`config.mk`:
```
export PLATFORM = sky130hd
export DESIGN_NAME = tmiv_gen
export DESIGN_NICKNAME = d
export VERILOG_FILES = /design/src/rtl/tmiv_gen.sv
export SDC_FILE = /design/constraint.sdc
export NUM_CORES = 1
export LEC_CHECK = 0
export ABC_AREA = 1
export CAP_MARGIN = 30
export CORE_MARGIN = 2
export CORE_UTILIZATION = 35
export CTS_CLUSTER_SIZE = 20
export DETAILED_ROUTE_END_ITERATION = 8
export GPL_ROUTABILITY_DRIVEN = 0
export SYNTH_ARGS = -nofsm -noshare
export SYNTH_HDL_FRONTEND = slang
export SYNTH_SLANG_ARGS = --single-unit
```
`constraint.sdc`:
```
create_clock -name clk -period 4.65 [get_ports clk]
set_input_delay 0.6975 -clock clk [delete_from_list [all_inputs] [get_ports clk]]
set_output_delay 0.6975 -clock clk [all_outputs]
set_load 0.02 [all_outputs]
```
`src/rtl/tmiv_gen.sv`:
```
// Time-interval event generator: buffers 5-bit interval words and reproduces each
// one as the spacing between evs rising edges. Optional edge counter: TMIV_GEN_STATS_EN.
module tmiv_gen #(
    parameter int AW = 3,
    parameter int PW = 2
) (
    input  logic        clk,
    input  logic        _rst,
    input  logic [4:0]  cnt,
    input  logic        cnt_st,
    output logic        full,
    output logic        err_st,
    output logic        evs,
    output logic        busy,
    output logic [15:0] edge_cnt
);

    localparam int             DEPTH     = 2**AW;
    localparam logic [AW:0]    DEPTH_C   = (AW+1)'(DEPTH);
    localparam logic [4:0]     MIN       = 5'(PW + 1);
    localparam logic [4:0]     HIGH_LAST = 5'(PW - 1);

    typedef enum logic [1:0] {S_IDLE, S_WAIT, S_HIGH} state_t;

    logic [4:0]    mem_q [DEPTH];
    logic [AW-1:0] wr_ptr_q, rd_ptr_q;
    logic [AW:0]   count_q, count_d;
    state_t        state_q, state_d;
    logic [4:0]    timer_q, timer_d;
    logic [4:0]    hcnt_q, hcnt_d;
    logic          last_q, last_d;
    logic          evs_q, evs_d;
    logic          full_q, err_q, busy_q;
    logic          wr_en, pop, empty;
    logic [4:0]    rd_word;

    assign empty   = (count_q == '0);
    assign rd_word = mem_q[rd_ptr_q];
    // full is the registered flag, so a pop in the same cycle cannot admit a write.
    assign wr_en   = cnt_st && !full_q && (cnt >= MIN);

    // NOTE: storage needs no reset; emptiness is tracked by the reset pointers and count.
    always_ff @(posedge clk) begin
        if (wr_en) mem_q[wr_ptr_q] <= cnt;
    end

    always_comb begin
        // NOTE: every signal gets a default first so no path leaves one unassigned (no latch).
        state_d = state_q;
        timer_d = timer_q;
        hcnt_d  = hcnt_q;
        last_d  = last_q;
        evs_d   = evs_q;
        pop     = 1'b0;
        case (state_q)
            S_IDLE: begin
                evs_d = 1'b0;
                if (!empty) begin
                    pop     = 1'b1;
                    timer_d = rd_word - 5'd1;
                    state_d = S_WAIT;
                end
            end
            S_WAIT: begin
                evs_d = 1'b0;
                if (timer_q == '0) begin
                    evs_d   = 1'b1;
                    hcnt_d  = HIGH_LAST;
                    state_d = S_HIGH;
                    last_d  = empty;
                    // Prefetch at the rise so the next interval is timed from this edge.
                    if (!empty) begin
                        pop     = 1'b1;
                        timer_d = rd_word - 5'd1;
                    end
                end else begin
                    timer_d = timer_q - 5'd1;
                end
            end
            S_HIGH: begin
                if (timer_q != '0) timer_d = timer_q - 5'd1;
                if (hcnt_q == '0) begin
                    evs_d   = 1'b0;
                    state_d = last_q ? S_IDLE : S_WAIT;
                end else begin
                    hcnt_d = hcnt_q - 5'd1;
                end
            end
            default: begin
                evs_d   = 1'b0;
                state_d = S_IDLE;
            end
        endcase
    end

    always_comb begin
        count_d = count_q;
        if (wr_en && !pop)      count_d = count_q + (AW+1)'(1);
        else if (!wr_en && pop) count_d = count_q - (AW+1)'(1);
    end

    // NOTE: state registers use non-blocking assignments so every flop samples pre-edge values.
    always_ff @(posedge clk or negedge _rst) begin
        if (!_rst) begin
            state_q  <= S_IDLE;
            timer_q  <= '0;
            hcnt_q   <= '0;
            last_q   <= 1'b0;
            evs_q    <= 1'b0;
            wr_ptr_q <= '0;
            rd_ptr_q <= '0;
            count_q  <= '0;
            full_q   <= 1'b0;
            err_q    <= 1'b0;
            busy_q   <= 1'b0;
        end else begin
            state_q  <= state_d;
            timer_q  <= timer_d;
            hcnt_q   <= hcnt_d;
            last_q   <= last_d;
            evs_q    <= evs_d;
            count_q  <= count_d;
            if (wr_en) wr_ptr_q <= wr_ptr_q + AW'(1);
            if (pop)   rd_ptr_q <= rd_ptr_q + AW'(1);
            full_q   <= (count_d == DEPTH_C);
            err_q    <= cnt_st && (full_q || (cnt < MIN));
            busy_q   <= (state_d != S_IDLE) || (count_d != '0);
        end
    end

`ifdef TMIV_GEN_STATS_EN
    logic [15:0] edge_cnt_q;
    logic        rise;

    assign rise = (state_q == S_WAIT) && (timer_q == '0);

    always_ff @(posedge clk or negedge _rst) begin
        if (!_rst)     edge_cnt_q <= '0;
        else if (rise) edge_cnt_q <= edge_cnt_q + 16'd1;
    end

    assign edge_cnt = edge_cnt_q;
`else
    assign edge_cnt = '0;
`endif

    assign full   = full_q;
    assign err_st = err_q;
    assign evs    = evs_q;
    assign busy   = busy_q;

endmodule

```
==> results.cfg <==
[status]
status = finished, final reports clean

[critical_path]
r2r_setup_slack_ps = 2250
path_class = in -> reg
end_kind = flip-flop
timing.rr.start = rd_ptr_q[0]
r2r_end = timer_q[1]
crit_fanout = 9
worstRegToRegCells = 8
cp.required_ps = 4640
cp.arrival_ps = 2550
crit_path_start_kind = primary input

[cells_and_area]
drive_above_1_share_pct = 9.78
area_growth_pct = 10.7
fillers = 947
antenna_cells = 0
final_nets = 425

[clocking]
clockRootBuffer = clkbuf_8
clock_latency_ps = 330
ctsHtreeMaxLevel = 3
clockBufferDepth = 2
cts-resized-gates = 0
cts_tree = built
clkSinkCount = 67
cts_buffers = 9
cts_setup_buffers = 0
hold_buffers = 0
clk_pin_slew_ps = 80

[detailed_routing]
drc = 0
dr_total_vias = 2449
wirelength_mm = 6.59
wire_per_inst_um = 12.2
via_per_inst = 4.52
drtIter0Drc = 217
ant_nets = 0
dr.pass1.iters = 6

[synthesis]
synth_cell_types = 36
synth_warnings = 0
yosysTopAreaCell = edfxtp_1
synth_top_family_by_area = simple AND/OR/NAND/NOR gates
ys_seq_area_share_pct = 52.5
synth_edf_count = 40
synth.area.top_cells = edfxtp_1, dfrtp_1, nand2_1
synth_xor_xnor_area_share_pct = 2.94
yosysTopAreaCellShare_pct = 33.6
async_flop_share_pct = 40.3
synth_area_sq_um = 3570
syn_area_per_cell_sq_um = 9.19
synth_compound_area_share_pct = 5.71
syn_inst = 389
muxShareOfSynthArea_pct = 0
synth_ff_type = edfxtp_1
synth_simple_gate_area_share_pct = 23.5
synthAdderAreaFrac_pct = 4.55
ys_seq_elements = 67

[power]
peakVddDrop_v = 0.000406
switchingPower_uw = 1190
switching_share_pct = 44.3
internal_power_uw = 1500
p_leak_uw = 0.00179
power_density_nw_per_um2 = 682
seqPwrFrac_pct = 34.2
combPwrFrac_pct = 48.0
clkPwrFrac_pct = 17.8

[timing]
fin_skew_ps = 6.25
setup_viol = 0
fmax_mhz = 390
period_share_pct = 55.1
rsz0062_at_grt = no
worst_slew_margin_rel_pct = 56.3
tightestPinTransition_ps = 655
slew_viol_final = 0
final.setup.tns_ps = 0
finalHoldViolCount = 0
hold_slack_ps = 485
fin_crit_ps = 2560

[global_routing]
grt_pass1_wl_mm = 11.7
grt_max_degree = 28
grt-ovfl-total = 0
first_global_vias = 2382
antenna_found_initial = 0
grt_util_all_layers_pct = 13.2

[job]
max-cap-violations = 0

[hold_path]
holdCritStartpoint = timer_q[4]
whs_path_depth = 2
hold_path_class = reg -> reg
holdPathEnd = timer_q[4]

[die]
rows = 36
start_util_pct = 36.2
die_area_sq_um = 11000
fp.dieH_um = 105
core_sq_um = 9860
die_w_um = 105
top_level_ports = 28

[place]
dp_hpwl_mm = 4.80
placement.io_buffers = 11
[worst max path at each step]
| stage | end | start | cells after the start | slack (ps) |
|---|---|---|---|---|
| floorplan | mem_q[1][0] | cnt[0] | 6 | 2760 |
| global placement | mem_q[1][2] | cnt[2] | 7 | 1770 |
| detailed placement | mem_q[3][2] | cnt[3] | 7 | 1730 |
| CTS | mem_q[7][3] | cnt[3] | 7 | 2100 |
| global route | mem_q[3][3] | cnt[3] | 7 | 1910 |
| finish | mem_q[3][3] | cnt[2] | 7 | 2090 |
[metrics by stage]
step	cells	setup WS, ps	power, uW	util (%)	cell area [sq um]
final	542	2090	2700	40.1	3960
after global routing	542	1910	2960	40.1	3960
after CTS	542	2100	2720	40.1	3960
after detailed placement	526	1730	2220	38.1	3760
after global placement	526	1770	2210	38.1	3760
after floorplan	404	2760	1970	-	3630
[routing by layer]
layer / up-vias / share of wire [%] / GRT usage (%) / routed length (um)
met3: 6 / 3.5 / 2.06 / 228
met2: 61 / 45 / 19.3 / 2940
met4: 0 / 1.6 / 6.67 / 105
met1: 1133 / 50 / 18.9 / 3320
li1: 1249 / - / - / -
met5: - / 0 / 0 / 0
[synth_stat cells, types with 4 or more instances]
library cell,instances
xnor2_1,5
inv_2,5
buf_2,6
o21ai_0,14
a21oi_1,11
nand2_4,5
xor2_1,7
nor2_2,4
nor3_1,4
inv_1,55
nand2_1,87
buf_4,16
nor2_1,26
nand3_1,37
ha_1,13
nand2_2,4
dfrtp_1,27
edfxtp_1,40
[power by group through the flow]
stage	clock [uW]	sequential (uW)	combinational [uW]
global placement	0	936	1270
global route	528	942	1490
detailed placement	0	933	1290
CTS	497	921	1300
finish	482	922	1290
floorplan	0	880	1090
[area by class of cell]
type / count / area, sq um / area share (%)
flip-flops and latches: 67 / 1880 / 47.4
multi-input cells: 253 / 1370 / 34.6
inverters: 61 / 229 / 5.79
well taps: 133 / 166 / 4.21
clock buffers: 9 / 124 / 3.13
repair buffers: 12 / 118 / 2.97
clock inverters: 7 / 72.6 / 1.83
[logic make-up after synthesis]
group / after synthesis
compound gates: 36
fa+ha+maj: 13
simple gates: 176
xor+xnor: 12
buf+inv: 84
flops: 67
other cells: 1
[state kept, by name, summed over array words and instances (netlist names)]
name      count
last_q        1
err_st        1
rd_ptr_q      3
state_q       2
busy          1
wr_ptr_q      3
timer_q       5
mem_q        40
evs           1
hcnt_q        5
full          1
count_q       4
[worst max-delay path, stage by stage]
cell and delay (ps):
clkdlybuf4s50_1 700, nor3_1 100, nand2_1 130, nand3_4 110, inv_1 250, nand2_1 170
nor2_1 390
[placed cells by master, fill, tap and decap left out, types with 3 or more instances in the layout]
| cell type | synthesis | routed |
|---|---|---|
| xor2_1 | 7 | 7 |
| edfxtp_1 | 40 | 40 |
| nor2_1 | 26 | 26 |
| nor2_2 | 4 | 4 |
| inv_1 | 55 | 55 |
| inv_6 | 0 | 4 |
| nor3_1 | 4 | 4 |
| o21ai_0 | 14 | 14 |
| clkinv_1 | 1 | 3 |
| o21ai_1 | 3 | 3 |
| xnor2_1 | 5 | 5 |
| nand2_1 | 87 | 87 |
| nand3_1 | 37 | 37 |
| clkbuf_8 | 0 | 9 |
| ha_1 | 13 | 13 |
| conb_1 | 1 | 16 |
| dfrtp_1 | 27 | 27 |
| inv_2 | 5 | 5 |
| nand2_4 | 5 | 5 |
| a21oi_1 | 11 | 11 |
| clkdlybuf4s50_1 | 0 | 11 |
| nand2_2 | 4 | 4 |
No activity file was read; power rests on OpenSTA's default activity.
